[src/rtl/stream_sink.sv]
// ============================================================================
// stream_sink
// ----------------------------------------------------------------------------
// Purpose:
//   Consumer endpoint for valid/ready streams. It accepts beats under a
//   programmable back-pressure pattern (always ready, pseudo-random, periodic
//   or halted). It counts and checksums every accepted beat, and it flags
//   data that breaks an incrementing sequence. It is used as the far end of
//   skid-buffer pipelines to exercise upstream stall handling.
//
// Optional feature:
//   STREAM_SINK_PROTO_CHECK_EN - when defined, a handshake checker is built
//   in. It flags a stalled beat that is withdrawn or whose data changes
//   before it is accepted. When undefined, err_proto is tied low and the
//   checker registers do not exist.
//
// Parameters:
//   DATA_WIDTH  stream data width (>= 2)
//   CNT_WIDTH   width of the accepted-beat counter
//   LFSR_SEED   reset value of the back-pressure LFSR (0 maps to 16'hACE1)
//
// Ports:
//   clk           in   rising-edge clock
//   rst           in   asynchronous active-high reset
//   valid_in      in   upstream beat valid
//   ready_in      out  registered sink ready
//   data_in       in   upstream beat data
//   stall_mode    in   00 always ready, 01 LFSR random, 10 periodic, 11 halt
//   stall_period  in   period P for periodic mode (one stall every P+1 cycles)
//   seq_check_en  in   enables the incrementing-data check
//   clear         in   synchronous clear of statistics and error flags
//   beat_count    out  accepted beats, wraps modulo 2^CNT_WIDTH
//   checksum      out  rotate-left-then-XOR checksum of accepted data
//   err_seq       out  sticky sequence-mismatch flag
//   err_proto     out  sticky handshake-violation flag
// ============================================================================
module stream_sink #(
  parameter int          DATA_WIDTH = 32,
  parameter int          CNT_WIDTH  = 16,
  parameter logic [15:0] LFSR_SEED  = 16'hACE1
) (
  input  logic                  clk,
  input  logic                  rst,
  input  logic                  valid_in,
  output logic                  ready_in,
  input  logic [DATA_WIDTH-1:0] data_in,
  input  logic [1:0]            stall_mode,
  input  logic [3:0]            stall_period,
  input  logic                  seq_check_en,
  input  logic                  clear,
  output logic [CNT_WIDTH-1:0]  beat_count,
  output logic [DATA_WIDTH-1:0] checksum,
  output logic                  err_seq,
  output logic                  err_proto
);

  // An all-zero seed would lock the LFSR at zero forever.
  localparam logic [15:0] SEED = (LFSR_SEED == 16'h0000) ? 16'hACE1 : LFSR_SEED;

  // Galois feedback mask for x^16 + x^14 + x^13 + x^11 + 1 (right-shifting).
  localparam logic [15:0] LFSR_TAPS = 16'hB400;

  typedef enum logic [1:0] {
    MODE_ALWAYS   = 2'b00,
    MODE_RANDOM   = 2'b01,
    MODE_PERIODIC = 2'b10,
    MODE_HALT     = 2'b11
  } stallMode_e;

  stallMode_e mode;

  logic [15:0]           lfsr_q, lfsr_d;
  logic [3:0]            periodCnt_q, periodCnt_d;
  logic                  ready_q, ready_d;
  logic [CNT_WIDTH-1:0]  beatCount_q, beatCount_d;
  logic [DATA_WIDTH-1:0] checksum_q, checksum_d;
  logic [DATA_WIDTH-1:0] expected_q, expected_d;
  logic                  errSeq_q, errSeq_d;
  logic                  transfer;

  assign mode     = stallMode_e'(stall_mode);
  assign transfer = valid_in & ready_q;

  // --------------------------------------------------------------------------
  // Back-pressure generation. The LFSR and the period counter free-run in
  // every mode, so switching modes never restarts a pattern. Ready is derived
  // from their next-state values and then registered. This keeps ready_in
  // glitch-free and decoupled from the inputs.
  // --------------------------------------------------------------------------
  always_comb begin
    lfsr_d      = {1'b0, lfsr_q[15:1]} ^ (lfsr_q[0] ? LFSR_TAPS : 16'h0000);
    // The >= compare also recovers if P is lowered below the current count.
    periodCnt_d = (periodCnt_q >= stall_period) ? 4'd0 : periodCnt_q + 4'd1;
    ready_d     = 1'b0;
    case (mode)
      MODE_ALWAYS:   ready_d = 1'b1;
      MODE_RANDOM:   ready_d = lfsr_d[0] | lfsr_d[1];
      // P = 0 would otherwise stall on every cycle; treat it as always ready.
      MODE_PERIODIC: ready_d = (stall_period == 4'd0) || (periodCnt_d != stall_period);
      MODE_HALT:     ready_d = 1'b0;
      default:       ready_d = 1'b0;
    endcase
  end

  always_ff @(posedge clk or posedge rst) begin
    if (rst) begin
      lfsr_q      <= SEED;
      periodCnt_q <= 4'd0;
      ready_q     <= 1'b0;
    end else begin
      lfsr_q      <= lfsr_d;
      periodCnt_q <= periodCnt_d;
      ready_q     <= ready_d;
    end
  end

  // --------------------------------------------------------------------------
  // Statistics. clear takes priority over a transfer in the same cycle, so
  // that beat is neither counted, checksummed nor sequence-checked. The
  // expected value is re-anchored on every accepted beat. A single gap
  // therefore raises err_seq once, not on every later beat.
  // --------------------------------------------------------------------------
  always_comb begin
    beatCount_d = beatCount_q;
    checksum_d  = checksum_q;
    expected_d  = expected_q;
    errSeq_d    = errSeq_q;
    if (clear) begin
      beatCount_d = '0;
      checksum_d  = '0;
      expected_d  = '0;
      errSeq_d    = 1'b0;
    end else if (transfer) begin
      beatCount_d = beatCount_q + CNT_WIDTH'(1);
      checksum_d  = {checksum_q[DATA_WIDTH-2:0], checksum_q[DATA_WIDTH-1]} ^ data_in;
      expected_d  = data_in + DATA_WIDTH'(1);
      if (seq_check_en && (data_in != expected_q)) begin
        errSeq_d = 1'b1;
      end
    end
  end

  always_ff @(posedge clk or posedge rst) begin
    if (rst) begin
      beatCount_q <= '0;
      checksum_q  <= '0;
      expected_q  <= '0;
      errSeq_q    <= 1'b0;
    end else begin
      beatCount_q <= beatCount_d;
      checksum_q  <= checksum_d;
      expected_q  <= expected_d;
      errSeq_q    <= errSeq_d;
    end
  end

`ifdef STREAM_SINK_PROTO_CHECK_EN
  // --------------------------------------------------------------------------
  // Handshake checker. A beat offered while the sink was not ready must be
  // offered again, with identical data, on the following edge. The previous
  // edge's valid, ready and data are kept for that comparison. clear still
  // wins over a violation detected on the same edge.
  // --------------------------------------------------------------------------
  logic                  prevValid_q;
  logic                  prevReady_q;
  logic [DATA_WIDTH-1:0] prevData_q;
  logic                  errProto_q, errProto_d;
  logic                  protoViolation;

  always_comb begin
    protoViolation = prevValid_q && !prevReady_q &&
                     (!valid_in || (data_in != prevData_q));
    errProto_d     = errProto_q;
    if (clear) begin
      errProto_d = 1'b0;
    end else if (protoViolation) begin
      errProto_d = 1'b1;
    end
  end

  always_ff @(posedge clk or posedge rst) begin
    if (rst) begin
      prevValid_q <= 1'b0;
      prevReady_q <= 1'b0;
      prevData_q  <= '0;
      errProto_q  <= 1'b0;
    end else begin
      prevValid_q <= valid_in;
      prevReady_q <= ready_q;
      prevData_q  <= data_in;
      errProto_q  <= errProto_d;
    end
  end

  assign err_proto = errProto_q;
`else
  assign err_proto = 1'b0;
`endif

  assign ready_in   = ready_q;
  assign beat_count = beatCount_q;
  assign checksum   = checksum_q;
  assign err_seq    = errSeq_q;

endmodule

[config.mk]
export PLATFORM = sky130hd
export DESIGN_NAME = stream_sink
export DESIGN_NICKNAME = d
export VERILOG_FILES = /design/src/rtl/stream_sink.sv
export SDC_FILE = /design/constraint.sdc
export NUM_CORES = 1
export LEC_CHECK = 0
export CAP_MARGIN = 5
export CELL_PAD_IN_SITES_DETAIL_PLACEMENT = 1
export CELL_PAD_IN_SITES_GLOBAL_PLACEMENT = 1
export CORE_MARGIN = 2
export CORE_UTILIZATION = 42
export CTS_BUF_LIST = sky130_fd_sc_hd__clkbuf_8
export CTS_CLUSTER_SIZE = 40
export DETAILED_ROUTE_END_ITERATION = 6
export PLACE_DENSITY = 0.84
export SETUP_SLACK_MARGIN = 0.4
export SYNTH_ARGS = -nofsm -noshare
export SYNTH_HDL_FRONTEND = slang
export SYNTH_SLANG_ARGS = --single-unit
export TNS_END_PERCENT = 100
[constraint.sdc]
create_clock -name clk -period 3.4 [get_ports clk]
set_input_delay 0.34 -clock clk [delete_from_list [all_inputs] [get_ports clk]]
set_output_delay 0.34 -clock clk [all_outputs]
set_load 0.005 [all_outputs]
; ---- Yosys cells after proc, flatten, opt, wreduce, memory -nomap -nowiden
; Index checks and enable logic that the tools add are counted.
[totals]
inputBits = 43
output_inout_bits = 51
wordCells = 39
register_bits = 102
[classes]
reduce_logical = 7
n_mux = 12
add_sub_neg = 3
n_eq_ne = 5
n_bitwise = 4
order_cmp = 1
[ops]
columns = op, count
row1 = 32-bit 2-to-1 mux, 4
row2 = 16-bit 2-to-1 mux, 3
row3 = 32-bit by 1-bit adder with 32-bit output (second input constant), 1
row4 = 32-bit != test, 1
row5 = 32-bit bitwise XOR, 1
row6 = 16-bit by 1-bit adder with 16-bit output (second input constant), 1
row7 = 15-bit by 16-bit bitwise XOR with 16-bit output, 1
row8 = 4-bit by 1-bit adder with 4-bit output (second input constant), 1
row9 = 2-bit == test (second input constant), 2
row10 = 4-bit greater-or-equal comparator, 1
row11 = 4-bit zero test, 1
row12 = 4-bit 2-to-1 mux, 1
row13 = 4-bit != test, 1
row14 = 1-bit one-hot mux with 4 select lines, 1
row15 = 2-bit nonzero test, 2
row16 = 1-bit 2-to-1 mux, 3
row17 = 2-bit by 1-bit == test with 1-bit output (second input constant), 1
row18 = 2-bit zero test, 1
row19 = 2-bit AND reduction, 1
row20 = 1-bit bitwise AND, 1
row21 = 1-bit logical AND, 1
row22 = 1-bit logical OR, 1
row23 = 1-bit OR, 1

; ---- Depth between registers and ports, before layout
; Gate-level depths: netlist (run 1).
[logic_depth]
word_depth = 5
depth_mapped = 7
ltp_nobuf = 7

; ---- Worst setup path before layout (run 1)
; No wires, ideal clock.
[synth_path]
path_type = register to register
start = register periodCnt_q[0]
end = register ready_q, in the netlist ready_in
path_stages_with_launch = 8
setup_slack_ps = 1317
arrival_time_ps = 2000
setup_ps = 82
period_less_slack_ps = 2083
required_ps = 3318
n_path_buf = 0
path_cell_list = dfrtp_1 > inv_1 > ha_1 > nand2b_1 > a2111oi_0 > nor2_1 > a221o_1 > o22ai_1
[synth_between]
elab_chain_len = 5
word_cells_on_any_way = 6
cone_classes = add/sub: 1 / order compare: 1 / eq/ne: 1 / mux: 2 / reduce/logical: 1
[synth_lines]
columns = element, line_no
row1 = from (decl), 73  ; logic [3:0] periodCnt_q, periodCnt_d;
row2 = from (signal assigned), 112  ; periodCnt_q <= periodCnt_d;
row3 = 4-bit by 1-bit adder with 4-bit output / 4-bit greater-or-equal comparator (equally long branches), 93  ; periodCnt_d = (periodCnt_q >= stall_period) ? 4'd0 : periodCnt_q + 4'd1;
row4 = 4-bit 2-to-1 mux (*), 93
row5 = 4-bit != test (*), 99  ; MODE_PERIODIC: ready_d = (stall_period == 4'd0) || (periodCnt_d != stall_period);
row6 = 1-bit logical OR (*), 99
row7 = 1-bit one-hot mux with 4 select lines (*), 95  ; case (mode)
row8 = via ready_d, 74  ; logic ready_q, ready_d;
row9 = to (signal assigned), 113  ; ready_q <= ready_d;
row10 = to (decl), 74
; Mark *: on every way through the listed nets, which the timed path passes. The rest lies on a longest branch.
; A chain may end at the register's enable or synchronous reset.

; ---- Worst setup path after layout (run 1)
; Ends and elaborated chain as after synthesis.

==> impl_metrics.yaml, run 1 <==
final_layout:
  fin_area_mm2: 0.00666
  drive_above_1_share_pct: 6.42
  area_growth_from_synthesis_to_layout_pct: 21.9
  postLayoutCoreUtil_pct: 52.6
  fill_cells: 1414
  nets: 668
  antenna_cells_inserted: 0
grt:
  met2_capacity_usage_during_global_routing_pct: 35.4
  grt.met3_usage_pct: 3.59
  grt_antenna_before_repair: 0
  gr_overflow_total: 0
  grt.total_usage_pct: 21.6
  met1_usage_pct: 29.0
  globalRoute.busiestLayer: "met2"
  wire_length_of_the_first_global_routing_pass_mm: 24.1
  maximum_number_of_pins_on_one_net_before_global_route_repair: 82
  grt_pass1_vias: 4601
pwr:
  netSwitchingFraction_pct: 34.5
  power.sequential.fraction_pct: 45.1
  netSwitchingPower_uw: 1180
  static-leakage-power_uw: 0.00270
  clkPwrFrac_pct: 24.5
  power_density_mw_per_mm2: 513
  internal_power_uw: 2240
  max-vdd-ir-drop_mv: 0.243
  power_frac_comb_pct: 30.3
critical_path:
  timing.critical_path.buf_inv: 1
  cp.arrival_ns: 2.75
  timing_worst_setup_path_type: "reg2reg"
  maximum_net_fanout_on_the_critical_path: 6
  cp-start-kind: "flop"
  slowest_stage_cell_on_the_critical_path: "a2111oi_0"
  worst_path_dominant_cell_family: "compound AO/OA/AOI/OAI gates"
  worst_setup_path_end_kind: "flop"
  cpPeakStageDelay_ns: 0.65
  critical_path.cell_chain: "inv_1 -> ha_1 -> nand2b_1 -> a2111oi_0 -> nor2_1 -> a221o_1 -> o22ai_1"
  worst_ep_required_time_ns: 3.71
routing:
  drc: 0
  wl_per_cell_um: 17.8
  drt_first_pass_iters: 4
  route.vias.total: 4310
  routed_via_density: 5.42
  drt_antenna_net_count: 0
  wirelength_mm: 14.1
  drtIter0Drc: 199
yosys:
  synth_seq_area_share_pct: 46.9
  yosys.area.top_type_share_pct: 43.1
  mappedNetlistNets: 606
  synth.distinct_cells: 46
  syn-cell-area_mm2: 0.00546
  syn_avg_cell_area_um2: 9.82
  largest_cells_by_area_after_synthesis: "dfrtp_1 (43%), xor2_1 (9.3%), xnor2_1 (9.0%)"
  netlist.top_cell.by_area: "dfrtp_1"
  synth_cells: 556
  synth_register_bits: 102
  synthesis.yosys.warnings: 0
sta:
  tightest_slew_ns: 0.943
  report.final.setup_viol: 0
  fin_setup_tns_ns: 0
  final_period_minus_worst_setup_slack_ns: 2.45
  slew_headroom_pct: 37.2
  unrepaired_setup_endpoints_after_global_routing: "false"
  post-route-period-util_pct: 71.9
  finalHoldViolations: 0
  final.setup_skew_ns: 0.0151
  max_freq_ghz: 0.409
  slew_violations: 0
floorplanning:
  core_mm2: 0.0127
  row_count: 41
  floorplan.initialDensity_pct: 43.1
  die-area_mm2: 0.0139
  die_x_um: 118
  io_pins: 94
  dieHeight_um: 118
cts:
  cts-buffers-inserted: 9
  worst_setup_hold_path_clk_slew_ns: 0.11
  clkLatencyLatePin_ns: 0.39
  clock-sinks: 102
  tritoncts: "done"
  cts_repair_resize_count: 0
  cts-htree-levels: 3
  clockRootBuffer: "clkbuf_8"
  clock_path_buffers: 2
  cts-hold-fix-buffers: 0
  postCtsSetupBuffers: 0
placed_design:
  hpwl_mm: 10.1
  port_buffers: 92
  dpl-instance-area_mm2: 0.00645
  gp_congestion: 0.851
outcome:
  run_status: "complete, no violations"
hold_path:
  hold_class: "reg2reg"
run:
  max_cap_violations: 0
## layout by cell type (no fill, tap or decap), types with 4 or more instances in the layout
| cell type | n |
|---|---|
| xor2_1 | 58 |
| nor4_1 | 11 |
| nand2_1 | 21 |
| a21oi_1 | 7 |
| nand4_1 | 14 |
| o21ai_0 | 5 |
| a211oi_1 | 61 |
| clkbuf_8 | 9 |
| nand3_1 | 14 |
| buf_4 | 5 |
| and3_1 | 9 |
| inv_1 | 10 |
| and4_1 | 6 |
| clkdlybuf4s50_1 | 91 |
| xnor2_1 | 56 |
| nor2_1 | 88 |
| inv_6 | 4 |
| ha_1 | 7 |
| dfstp_2 | 8 |
| dfrtp_1 | 94 |
| nor3_1 | 11 |
## cell type report
class / instances / area (um^2) / area share, %
inverters: 11 / 45.0 / 0.676
clock buffers: 9 / 124 / 1.86
well taps: 172 / 215 / 3.23
multi-input cells: 396 / 2650 / 39.8
clock inverters: 7 / 88.8 / 1.33
flip-flops and latches: 102 / 2560 / 38.5
repair buffers: 98 / 973 / 14.6
## logic make-up after synthesis
kind of cell	Yosys count	synth area share, %
and+or+nand+nor	192	17.6
xor gates and xnor gates	114	18.3
DFF	102	46.9
AOI/OAI and AO/OA	82	10.9
buffers and inverters	58	4.58
adders and majority gates	7	1.60
other	1	0.0687
## final timing paths
path	from	end	slack (ns)	cells past startpoint
setup / recovery	periodCnt_q[0]	ready_in	0.95	7
hold / removal	lfsr_q[9]	lfsr_q[8]	0.36	0
setup reg to reg	periodCnt_q[0]	ready_in	0.95	7
hold reg to reg	lfsr_q[9]	lfsr_q[8]	0.36	0
max in group asynchronous	rst	expected_q[12]	2.19	3
min in group asynchronous	rst	checksum[2]	0.39	2
## layer usage
layer | share of wire, % | up-vias
met5 | 0 | -
met4 | 1.7 | 0
met3 | 3.5 | 18
met2 | 49 | 99
met1 | 46 | 2164
li1 | - | 2029
## power groups by stage
| stage | registers [uW] | logic, uW | clock network (uW) |
|---|---|---|---|
| floorplan | 1540 | 632 | 0 |
| detailed placement | 1560 | 1030 | 0 |
| global route | 1570 | 1160 | 908 |
| CTS | 1540 | 1050 | 862 |
| global placement | 1550 | 989 | 0 |
| finish | 1540 | 1040 | 839 |
## synth_stat cells (all sizes together)
cell,instances
or3b,1
or4,2
o2bb2ai,1
clkbuf,33
and4,7
and3,9
nand3,15
o21a,1
xor2,58
nor3,11
nand2b,1
conb,1
dfrtp,94
o21ai,5
xnor2,56
nand2,21
nor2b,2
nor4,13
o22ai,1
a21oi,7
and2,3
inv,11
and3b,1
a221o,1
a211oi,62
o31ai,1
a2111oi,1
a311oi,1
or3,2
nand4,15
buf,14
dfstp,8
ha,7
or2,1
nor2,88
o211ai,1
## registers in the layout (all words and copies together), names as in the netlist
name         count
checksum        32
lfsr_q          16
ready_in         1
expected_q      32
beat_count      16
periodCnt_q      4
err_seq          1
## metrics by stage
| stage | std cells | power, uW | setup WS (ns) | hold WS, ns |
|---|---|---|---|---|
| floorplan | 556 | 2170 | 1.32 | 0.331 |
| global placement | 779 | 2540 | 0.785 | 0.339 |
| detailed placement | 779 | 2600 | 0.638 | 0.340 |
| CTS | 795 | 3450 | 0.980 | 0.368 |
| global route | 795 | 3640 | 0.721 | 0.380 |
| finish | 795 | 3420 | 0.954 | 0.364 |
No activity file was read; power rests on OpenSTA's default activity.
==> inputs of run 2 (changes only) <==
--- a/config.mk
+++ b/config.mk
@@ -9,11 +9,11 @@
 export CELL_PAD_IN_SITES_DETAIL_PLACEMENT = 1
 export CELL_PAD_IN_SITES_GLOBAL_PLACEMENT = 1
 export CORE_MARGIN = 2
-export CORE_UTILIZATION = 42
+export CORE_UTILIZATION = 38
 export CTS_BUF_LIST = sky130_fd_sc_hd__clkbuf_8
 export CTS_CLUSTER_SIZE = 40
 export DETAILED_ROUTE_END_ITERATION = 6
-export PLACE_DENSITY = 0.84
+export PLACE_DENSITY = 0.8
 export SETUP_SLACK_MARGIN = 0.4
 export SYNTH_ARGS = -nofsm -noshare
 export SYNTH_HDL_FRONTEND = slang
==> constraint.sdc (replaced) <==
create_clock -name clk -period 2.2 [get_ports clk]
set_input_delay 0.22 -clock clk [delete_from_list [all_inputs] [get_ports clk]]
set_output_delay 0.22 -clock clk [all_outputs]
set_load 0.005 [all_outputs]
==> run 2 against run 1 <==
Against the previous run:
- combinational power is 76% higher
- global-route usage is 1.3 points lower
- non-clock buffer count is 35 higher
- design area is 6.7% higher
- die area is 10% higher
- sequential share of layout area is 2.4 points lower
- fmax is 31% higher
- critical endpoint unchanged
- highest routed layer unchanged
==> impl_metrics.yaml, run 2 (synthesis gave the netlist of run 1 again) <==
critical_path:
  critical_path.cell_chain: "buf_4 -> ha_1 -> xor2_1 -> or4_4 -> a21oi_2 -> o22ai_1"
  cp-start-kind: "flop"
  worst-r2r-setup-slack_ns: 0.33
  timing_worst_setup_path_type: "reg2reg"
  cp.arrival_ns: 2.14
  worst_setup_path_end_kind: "flop"
  maximum_net_fanout_on_the_critical_path: 5
  cpPeakStageDelay_ns: 0.52
  reg2reg_from: "periodCnt_q[0]"
  reg2reg_to: "ready_in"
  setup.worst_path.start: "periodCnt_q[0]"
  worst-r2r-cell-count: 6
  slowest_stage_cell_on_the_critical_path: "or4_4"
  timing.critical_path.buf_inv: 1
  worst_ep_required_time_ns: 2.47
  worst_path_dominant_cell_family: "simple AND/OR/NAND/NOR gates"
routing:
  drc: 0
  route.vias.total: 4460
  drt_antenna_net_count: 0
  wl_per_cell_um: 18.0
  drtIter0Drc: 227
  wirelength_mm: 15.1
  drt_first_pass_iters: 4
  routed_via_density: 5.32
sta:
  final_period_minus_worst_setup_slack_ns: 1.87
  unrepaired_setup_endpoints_after_global_routing: "true"
  setup_slack_ns: 0.328
  max_freq_ghz: 0.534
  post-route-period-util_pct: 85.1
  final.setup_skew_ns: 0.0123
  report.final.setup_viol: 0
  finalHoldViolations: 0
  slew_headroom_pct: 38.4
  slew_violations: 0
  tightest_slew_ns: 0.924
final_layout:
  most_common_cell_after_layout_fill_and_taps_aside: "dfrtp_1"
  fill_cells: 1514
  final_cells: 839
  nets: 704
  layout_common_cells: "dfrtp_1 (93), nor2_1 (87), clkdlybuf4s50_1 (85)"
  area_growth_from_synthesis_to_layout_pct: 30.1
  antenna_cells_inserted: 0
  layout.area.seq_mm2: 0.00256
  multi_input_area_mm2: 0.00277
  drive_above_1_share_pct: 14.1
placed_design:
  hpwl_mm: 10.9
  place.detailed.instances: 820
  gp_congestion: 0.819
  port_buffers: 92
  placement.setup.worst_slack_ns: -0.123
pwr:
  clkPwrFrac_pct: 22.8
  power_frac_comb_pct: 33.6
  netSwitchingFraction_pct: 33.9
  static-leakage-power_uw: 0.00296
  netSwitchingPower_uw: 1850
  power_density_mw_per_mm2: 767
  power.sequential.fraction_pct: 43.7
  internal_power_uw: 3600
  max-vdd-ir-drop_mv: 0.355
floorplanning:
  io_pins: 94
  die_x_um: 124
  floorplan.initialDensity_pct: 39.2
  die-area_mm2: 0.0153
  core_mm2: 0.0139
  row_count: 43
  dieHeight_um: 124
grt:
  maximum_number_of_pins_on_one_net_before_global_route_repair: 82
  grt_antenna_before_repair: 0
  gr_overflow_total: 0
  grt.total_usage_pct: 20.3
  grt_pass1_vias: 4734
  wire_length_of_the_first_global_routing_pass_mm: 24.1
cts:
  clockRootBuffer: "clkbuf_8"
  worst_setup_hold_path_clk_slew_ns: 0.11
  tritoncts: "done"
  clkLatencyLatePin_ns: 0.38
  cts-htree-levels: 3
  cts-buffers-inserted: 9
  clock-sinks: 102
  clock_path_buffers: 2
  cts-hold-fix-buffers: 0
hold_path:
  hold_class: "in2async"
run:
  max_cap_violations: 0
outcome:
  run_status: "complete, no violations"
[run 2: changes by cell type in the layout (fill, tap and decap cells not counted), sizes merged]
cell | before | now
clkbuf | 9 | 10
or3b | 1 | 2
buf | 7 | 42
clkdlybuf4s50 | 91 | 85
inv | 14 | 13
dlymetal6s2s | 0 | 6
[run 2: how the worst max path moves through the flow]
stage	endpoint	slack (ns)	cells past startpoint
final	ready_in	0.33	6
after global routing	expected_q[17]	0.28	5
after CTS	ready_in	0.29	7
after detailed placement	expected_q[21]	-0.12	6
after global placement	expected_q[25]	-0.01	6
after floorplan	ready_in	0.41	7
[run 2: through the flow]
step | utilization (%) | hold WS (ns) | total power [uW] | TNS, ns | instance area, um^2
finish | 51.0 | 0.209 | 5450 | 0 | 7110
global route | 51.0 | 0.232 | 5780 | 0 | 7110
CTS | 50.2 | 0.214 | 5460 | 0 | 6990
detailed placement | 48.6 | 0.336 | 4180 | -0.737 | 6780
global placement | 48.6 | 0.341 | 4070 | -0.00954 | 6780
floorplan | - | 0.331 | 3400 | 0 | 5490
[run 2: worst reg2reg max path, stage by stage (launching register included)]
cell     delay [ns]
dfrtp_2        0.42
buf_4          0.16
ha_1           0.21
xor2_1         0.22
or4_4          0.52
a21oi_2        0.15
o22ai_1        0.09
[run 2: what timing repair did]
action,in CTS,in global routing
hold endpoints to repair,0,0
setup endpoints to repair,11,20
setup buffers,1,1
cloned,0,1
pin swaps,2,6
gates resized for setup,3,22
[run 2: layout make-up]
class	instances	area share, %
multi-input cells	397	39.0
repair buffers	133	18.3
clock inverters	6	0.880
flip-flops and latches	102	36.1
inverters	11	0.634
clock buffers	10	1.94
well taps	180	3.17
[run 2: power groups by stage]
stage / Combinational, uW / Sequential [uW] / Clock [uW]
2_1_floorplan: 1020 / 2380 / 0
3_3_place_gp: 1670 / 2400 / 0
3_5_place_dp: 1760 / 2420 / 0
4_1_cts: 1800 / 2380 / 1280
5_1_grt: 2010 / 2420 / 1350
6_report: 1830 / 2380 / 1240
[run 2: layer usage]
| metal | vias up | GRT usage [%] | share of wire [%] |
|---|---|---|---|
| li1 | 2091 | - | - |
| met5 | - | 0 | 0 |
| met1 | 2252 | 27.5 | 46 |
| met2 | 88 | 33.1 | 48 |
| met4 | 0 | 8.31 | 2.5 |
| met3 | 29 | 2.29 | 3.4 |
